<file path="src/rtl/alu_exec_stage.sv">
// Execute stage: registers {opcode,a,b}, runs the 8-bit alu, queues {result,flags} in an in-order FIFO.
// Latency: op accepted at edge t is visible at the FIFO head after edge t+1 (FIFO empty or popping).
// Backpressure: S1 holds its op while the FIFO is full and not popping; in_ready drops when S1 is then occupied.
// Optional feature: define ALU_STICKY_FLAGS_EN to add sticky_clr / sticky_flags.

// Combinational 8-bit ALU; flags are {O,N,C,Z}, C is carry for ADD/INC and borrow for SUB/DEC.
module alu (
  input  logic [2:0] opcode,
  input  logic [7:0] a,
  input  logic [7:0] b,
  output logic [7:0] result,
  output logic [3:0] flags
);

  localparam logic [2:0] OP_ADD = 3'd0;
  localparam logic [2:0] OP_SUB = 3'd1;
  localparam logic [2:0] OP_AND = 3'd2;
  localparam logic [2:0] OP_OR  = 3'd3;
  localparam logic [2:0] OP_NOT = 3'd4;
  localparam logic [2:0] OP_XOR = 3'd5;
  localparam logic [2:0] OP_INC = 3'd6;
  localparam logic [2:0] OP_DEC = 3'd7;

  logic [8:0] wide;
  logic       c_flag;
  logic       o_flag;

  // Per-opcode result, carry/borrow and signed overflow.
  always_comb begin
    wide   = 9'd0;
    c_flag = 1'b0;
    o_flag = 1'b0;
    case (opcode)
      OP_ADD: begin
        wide   = {1'b0, a} + {1'b0, b};
        c_flag = wide[8];
        o_flag = (a[7] == b[7]) && (wide[7] != a[7]);
      end
      OP_SUB: begin
        wide   = {1'b0, a} - {1'b0, b};
        c_flag = wide[8];
        o_flag = (a[7] != b[7]) && (wide[7] != a[7]);
      end
      OP_AND: wide = {1'b0, a & b};
      OP_OR:  wide = {1'b0, a | b};
      OP_NOT: wide = {1'b0, ~a};
      OP_XOR: wide = {1'b0, a ^ b};
      OP_INC: begin
        wide   = {1'b0, a} + 9'd1;
        c_flag = wide[8];
        o_flag = (a == 8'h7f);
      end
      OP_DEC: begin
        wide   = {1'b0, a} - 9'd1;
        c_flag = wide[8];
        o_flag = (a == 8'h80);
      end
      default: wide = 9'd0;
    endcase
  end

  assign result = wide[7:0];
  assign flags  = {o_flag, wide[7], c_flag, (wide[7:0] == 8'd0)};

endmodule

module alu_exec_stage #(
  parameter int FIFO_DEPTH = 4,
  parameter int CNT_W      = 16
) (
  input  logic                          clk,
  input  logic                          rst,
  input  logic                          in_valid,
  output logic                          in_ready,
  input  logic [2:0]                    in_opcode,
  input  logic [7:0]                    in_a,
  input  logic [7:0]                    in_b,
  output logic                          out_valid,
  input  logic                          out_ready,
  output logic [7:0]                    out_result,
  output logic [3:0]                    out_flags,
  output logic [$clog2(FIFO_DEPTH):0]   level,
`ifdef ALU_STICKY_FLAGS_EN
  input  logic                          sticky_clr,
  output logic [3:0]                    sticky_flags,
`endif
  output logic [CNT_W-1:0]              op_count
);

  localparam int PTR_W = $clog2(FIFO_DEPTH);
  localparam int LVL_W = PTR_W + 1;
  localparam logic [LVL_W-1:0] DEPTH_L = LVL_W'(FIFO_DEPTH);

  // S1 operand register
  logic       s1_valid;
  logic [2:0] s1_opcode;
  logic [7:0] s1_a;
  logic [7:0] s1_b;

  // FIFO storage: each entry is {result[7:0], flags[3:0]}
  logic [11:0]      mem [FIFO_DEPTH];
  logic [PTR_W-1:0] wr_ptr;
  logic [PTR_W-1:0] rd_ptr;
  logic [LVL_W-1:0] cnt;

  logic [7:0] alu_result;
  logic [3:0] alu_flags;
  logic       pop;
  logic       push_ok;
  logic       push;
  logic       accept;

  alu u_alu (
    .opcode (s1_opcode),
    .a      (s1_a),
    .b      (s1_b),
    .result (alu_result),
    .flags  (alu_flags)
  );

  // A full FIFO still accepts a push when its head leaves on the same edge.
  assign out_valid = (cnt != '0);
  assign pop       = out_valid & out_ready;
  assign push_ok   = (cnt < DEPTH_L) | pop;
  assign push      = s1_valid & push_ok;
  assign in_ready  = !rst & (!s1_valid | push_ok);
  assign accept    = in_valid & in_ready;

  assign out_result = mem[rd_ptr][11:4];
  assign out_flags  = mem[rd_ptr][3:0];
  assign level      = cnt;

  // S1: load on accept, otherwise empty out once its op has been pushed.
  always_ff @(posedge clk) begin
    if (rst) begin
      s1_valid  <= 1'b0;
      s1_opcode <= 3'd0;
      s1_a      <= 8'd0;
      s1_b      <= 8'd0;
    end else if (accept) begin
      s1_valid  <= 1'b1;
      s1_opcode <= in_opcode;
      s1_a      <= in_a;
      s1_b      <= in_b;
    end else if (push) begin
      s1_valid  <= 1'b0;
    end
  end

  // FIFO storage and pointers; storage is cleared so the empty head reads zero after reset.
  always_ff @(posedge clk) begin
    if (rst) begin
      for (int i = 0; i < FIFO_DEPTH; i++) mem[i] <= 12'd0;
      wr_ptr <= '0;
      rd_ptr <= '0;
    end else begin
      if (push) begin
        mem[wr_ptr] <= {alu_result, alu_flags};
        wr_ptr      <= wr_ptr + 1'b1;
      end
      if (pop) rd_ptr <= rd_ptr + 1'b1;
    end
  end

  // Occupancy counter kept separately from the pointers so full and empty never alias.
  always_ff @(posedge clk) begin
    if (rst) begin
      cnt <= '0;
    end else begin
      case ({push, pop})
        2'b10:   cnt <= cnt + 1'b1;
        2'b01:   cnt <= cnt - 1'b1;
        default: cnt <= cnt;
      endcase
    end
  end

  // Completed-op counter, wraps naturally.
  always_ff @(posedge clk) begin
    if (rst)       op_count <= '0;
    else if (push) op_count <= op_count + 1'b1;
  end

`ifdef ALU_STICKY_FLAGS_EN
  // Sticky flags accumulate every push; a clear coinciding with a push keeps only that push's flags.
  always_ff @(posedge clk) begin
    if (rst)             sticky_flags <= 4'd0;
    else if (sticky_clr) sticky_flags <= push ? alu_flags : 4'd0;
    else if (push)       sticky_flags <= sticky_flags | alu_flags;
  end
`endif

endmodule

</file>
<file path="config.mk">
export PLATFORM = sky130hd
export DESIGN_NAME = alu_exec_stage
export DESIGN_NICKNAME = d
export VERILOG_FILES = /design/src/rtl/alu_exec_stage.sv
export SDC_FILE = /design/constraint.sdc
export NUM_CORES = 1
export LEC_CHECK = 0
export BUFFER_PORTS_ARGS = -buffer_cell sky130_fd_sc_hd__buf_2
export CORE_MARGIN = 3
export CORE_UTILIZATION = 55
export DETAILED_ROUTE_END_ITERATION = 16
export GPL_TIMING_DRIVEN = 0
export PLACE_DENSITY = 0.82
export SLEW_MARGIN = 20
export SYNTH_ARGS = -nofsm -noshare
export SYNTH_HDL_FRONTEND = slang
export SYNTH_SLANG_ARGS = --single-unit
export TNS_END_PERCENT = 100
</file>
<file path="constraint.sdc">
create_clock -name clk -period 3 [get_ports clk]
set_clock_uncertainty 0.2 [all_clocks]
set_input_delay 0.75 -clock clk [delete_from_list [all_inputs] [get_ports clk]]
set_output_delay 0.75 -clock clk [all_outputs]
set_load 0.05 [all_outputs]
</file>
# == After elaboration in Yosys (flattened, before gate mapping) ==
# Memories as Yosys holds them, arrays and structs flattened. A register that Yosys moved wholly into a read port is not among the register bits.
# Cells that the tools add are included.
# classes
add_sub_neg,9
order_cmp,1
eq_ne,15
mux,16
n_bitwise,10
reduce_logical,10
# op_table
cell,count
8-bit one-hot mux with 8 select lines,1
16-bit by 1-bit adder with 16-bit output (second input constant),1
3-bit == test (second input constant),4
12-bit two-way mux,1
12-bit OR reduction,1
8-bit by 1-bit adder with 9-bit output (second input constant),1
8-bit by 8-bit adder with 9-bit output,1
8-bit by 1-bit subtractor with 9-bit output (second input constant),1
8-bit by 8-bit subtractor with 9-bit output,1
8-bit bitwise AND,1
8-bit by 7-bit == test with 1-bit output (second input constant),1
8-bit == test (second input constant),1
8-bit logical NOT,1
1-bit two-way mux,8
8-bit NOT,1
8-bit bitwise OR,1
1-bit one-hot mux with 4 select lines,2
8-bit bitwise XOR,1
3-bit by 2-bit == test with 1-bit output (second input constant),2
2-bit two-way mux,3
3-bit one-hot mux with 2 select lines,1
2-bit by 1-bit adder with 2-bit output (second input constant),2
1-bit bitwise AND,4
2-bit nonzero test,2
other kinds (13),18
# word_totals
reg_bits,43
ram_bits,48
out_inout_bits,33
elab_cells,70
n_memories,1
# mem_list
name,words,word_bits,read_ports,rd_clocked_by_memory_dff,write_ports,line,rtl
mem,4,12,1,1,4,101,logic [11:0] mem [FIFO_DEPTH];

# == Longest topological paths before layout ==
# logic_depth
depth_word,9
mapped_depth,12
depth_no_buf,10

# == Cells and area by module ==
# A second synthesis with hierarchy kept.
# hier_totals
hier_cells,586
hier_area_um2,5647.9
# by_module_without_submodules
module,n_inst,cells_each,area_each_um2
alu_exec_stage,1,334,3943.8
alu,1,252,1704.1

# == Worst setup path after synthesis ==
# Ideal clock, no wire load.
# synth_timing
kind,reg-to-reg
start,register cnt[0] (netlist: level[0])
end,register cnt[2] (netlist: level[2])
setup_time_ns,0.071
arrival_time_ns,2.551
required_time_ns,2.729
slack_ns,0.178
stages_incl_launch_ff,9
period_less_slack_ns,2.822
cell_sequence,dfxtp_1 > or3_1 > and2_1 > ha_1 > inv_1 > fa_1 > xor2_1 > or3_1 > a21oi_1
# synth_via
elab_chain_len,6
word_cells_on_any_way,11
classes_between,2 x add/sub; 1 x order compare; 2 x eq/ne; 1 x mux; 3 x bitwise; 2 x reduce/logical
# synth_lines
item,line,rtl
"start, declared",104,logic [LVL_W-1:0] cnt;
"start signal, assigned",171,2'b10: cnt <= cnt + 1'b1;
"start signal, assigned",172,2'b01: cnt <= cnt - 1'b1;
"start signal, assigned",173,default: cnt <= cnt;
3-bit nonzero test (*),122,assign out_valid = (cnt != '0);
via out_valid,78,"output logic out_valid,"
1-bit bitwise AND (*),123,assign pop = out_valid & out_ready;
via pop,108,logic pop;
1-bit bitwise OR,124,assign push_ok = (cnt < DEPTH_L) | pop;
1-bit bitwise AND,125,assign push = s1_valid & push_ok;
2-bit by 1-bit == test with 1-bit output or 2-bit == test (tied branches),170,"case ({push, pop})"
3-bit one-hot mux with 2 select lines or 2-bit nonzero test (tied branches),n/a,
# Mark *: on every way through the listed nets, which the timed path passes. The rest lies on a longest branch.
# A chain may end at the register's enable or synchronous reset.

==> results.ini <==
[timing]
fmax_mhz=344
whs_ns=0.316
setup_viol=0
setup_tns_ns=0
slew_headroom=0.582
fin_crit_ns=2.91
final-hold-violation-count=0
fin_crit_sh=0.969
finalMaxSlewViolations=0
worstMarginPinSlew_ns=0.627

[global_routing]
grt_pass1_wl_um=22800
grt_max_degree=19
antenna_found_initial=0
grt.overflow.total=0
grt_pass1_vias=4523
grt_util_all_layers=0.257

[clock_network]
clkLatencyLatePin_ns=0.37
clk_pin_slew_ns=0.11
cts_buffers=9
hold_buffers=0
cts_buffer_depth=2
htreeDepth=3
clockRootBuffer=clkbuf_8
cts_tree=built
cts_sinks=89

[synthesis]
async_reset_ff_frac=0
ys_seq_elements=89
syn_area_mm2=0.00539
synth-adder-area-share=0.0784
yosysSeqAreaShare=0.412
synth_top_family_by_area=simple AND/OR/NAND/NOR gates
synth-edff-count=44
synth_xor_area_frac=0.0422
yosysWarnings=0
synth_cells=565
yosys-mux-area-fraction=0.0497
synthSimpleGateAreaFrac=0.199
ys_types=70
synth-compound-area-share=0.155
synth_fp_nets=620
synth_area_per_cell_um2=9.54
synth_ff_type=dfxtp_1

[floorplanning]
fp.dieH_um=105
dieWidth_um=105
rows=35
io_pins=56
coreArea_mm2=0.00937
start_util=0.575
dieArea_mm2=0.0110

[route]
drt_iter0_drc=361
wl_per_cell_um=17.9
routed_wl_um=13800
drc=0
via_per_inst=5.81
ant_nets=0
dr.pass1.iters=4
vias=4494

[layout]
fin_util=0.660
fin_nets=694
area.growth.synth_to_final_pct=14.7
final_layout_size_suffix_gt1_frac=0.239
fin_area_mm2=0.00618
diodes=0

[placed_design]
gp_congestion=0.965
dp_hpwl_um=10200
port_buffers=54
placed_cell_area_mm2=0.00582

[critical_path]
endpoint_kind=flop
crit_arrival_ns=2.93
cp_max_fo=10
required_ns=3.02
critPathKind=reg2reg
cp-start-kind=flop

[power_and_ir_drop]
leakagePower_nw=2.44
power.internal_mw=2.14
power_mw=3.56
pwr-share-clk=0.231
pwr-share-comb=0.369
ir_worst_vdd_uv=303
switching_share=0.400
p_per_area_mw_per_mm2=576
switchingPower_mw=1.42
p_seq_frac=0.400

[status]
status=finished clean

[job]
drv_cap=0

[hold_path]
hp-class=reg2reg

per-stage QoR:
step | worst slack, ns | std cells
after floorplan | 0.178 | 565
after global placement | -0.258 | 748
after detailed placement | -0.406 | 748
after CTS | 0.00262 | 765
after global routing | -0.0430 | 773
final | 0.0928 | 773
power by group through the flow:
stage               combinational [mW]  sequential [mW]  clock [mW]
global placement                  1.21             1.45           0
CTS                               1.26             1.43       0.829
floorplan                        0.922             1.50           0
global route                      1.41             1.44       0.897
detailed placement                1.25             1.46           0
finish                            1.31             1.43       0.824
routing by layer:
metal / wire (µm) / track usage
met1: 5720 / 0.328
met2: 6960 / 0.445
met3: 826 / 0.0340
met4: 309 / 0.0937
met5: 0 / 0
logic make-up after synthesis:
group / after synthesis
adders and majority gates: 32
xor gates and xnor gates: 26
and+or+nand+nor: 217
muxes: 13
AOI/OAI and AO/OA: 116
buffers and inverters: 72
DFF: 89
sequential cells by signal, indices dropped and copies added, names as in the netlist, named ones only:
| signal | cells |
|---|---|
| s1_opcode | 3 |
| wr_ptr | 2 |
| s1_a | 8 |
| op_count | 16 |
| mem | 44 |
| rd_ptr | 2 |
| level | 3 |
| s1_b | 8 |
| s1_valid | 1 |
layout make-up:
cell class	instances	area [µm²]
flip-flops and latches	89	2230
plain buffers	36	220
clock buffers	9	124
multi-input cells	404	2900
fillers	807	3190
clock inverters	7	70.1
inverters	35	135
well taps	129	161
repair buffers	64	345
cell usage after synthesis (all sizes together) (4+ instances only):
| library cell | n | area [µm²] |
|---|---|---|
| a21o | 4 | 30.0 |
| o21ai | 16 | 87.6 |
| xnor2 | 11 | 96.3 |
| or3 | 9 | 56.3 |
| dfxtp | 45 | 901 |
| o31ai | 19 | 143 |
| a211oi | 9 | 77.6 |
| nand3 | 10 | 50.1 |
| and3 | 7 | 43.8 |
| nand2b | 8 | 50.1 |
| o21bai | 5 | 37.5 |
| nand2 | 53 | 199 |
| o22ai | 5 | 31.3 |
| buf | 21 | 155 |
| clkbuf | 16 | 60.1 |
| a21oi | 22 | 114 |
| and2 | 5 | 31.3 |
| nand3b | 6 | 45.0 |
| nand4 | 6 | 43.8 |
| xor2 | 15 | 131 |
| edfxtp | 44 | 1320 |
| mux4 | 11 | 248 |
| ha | 29 | 363 |
| inv | 35 | 131 |
| nor2 | 88 | 345 |
| nor3 | 8 | 55.1 |
| o21a | 6 | 45.0 |
| nor2b | 6 | 37.5 |
path summary, 6_finish.rpt:
| kind | start | to | slack (ns) | cells after the start |
|---|---|---|---|---|
| worst max-delay path | s1_a[2] | mem[2][0] | 0.09 | 11 |
| worst min-delay path | op_count[1] | op_count[1] | 0.32 | 2 |
| worst max register to register | s1_a[2] | mem[2][0] | 0.09 | 11 |
| worst min register to register | op_count[1] | op_count[1] | 0.32 | 2 |
repair_timing:
action / in CTS / in global routing
gates resized for setup: 10 / 20
setup endpoints to repair: 19 / 21
pin swaps: 1 / 7
setup buffers: 1 / 9
critical path, stage by stage (launching register included):
cell	delay, ns
dfxtp_2	0.39
buf_4	0.18
inv_1	0.08
ha_1	0.29
buf_2	0.17
nor2b_1	0.15
o21ai_2	0.16
a21oi_1	0.12
or3_1	0.38
a21oi_2	0.23
o2111ai_4	0.18
nor3_2	0.21
cell usage in the layout (no fill, tap or decap), types with 7 or more instances in the layout:
cell and instances:
buf_2 58, nand3_1 10, or3_1 9, o31ai_1 18, dfxtp_1 42, buf_4 16
inv_1 31, and3_1 7, o21ai_0 9, nor2_1 83, nand2b_1 8, ha_1 28
nand2_1 53, a21oi_1 20, xnor2_1 11, clkbuf_8 9, edfxtp_1 44, xor2_1 15
buf_6 7, mux4_2 11, clkbuf_1 14
No activity file was read; power rests on OpenSTA's default activity.
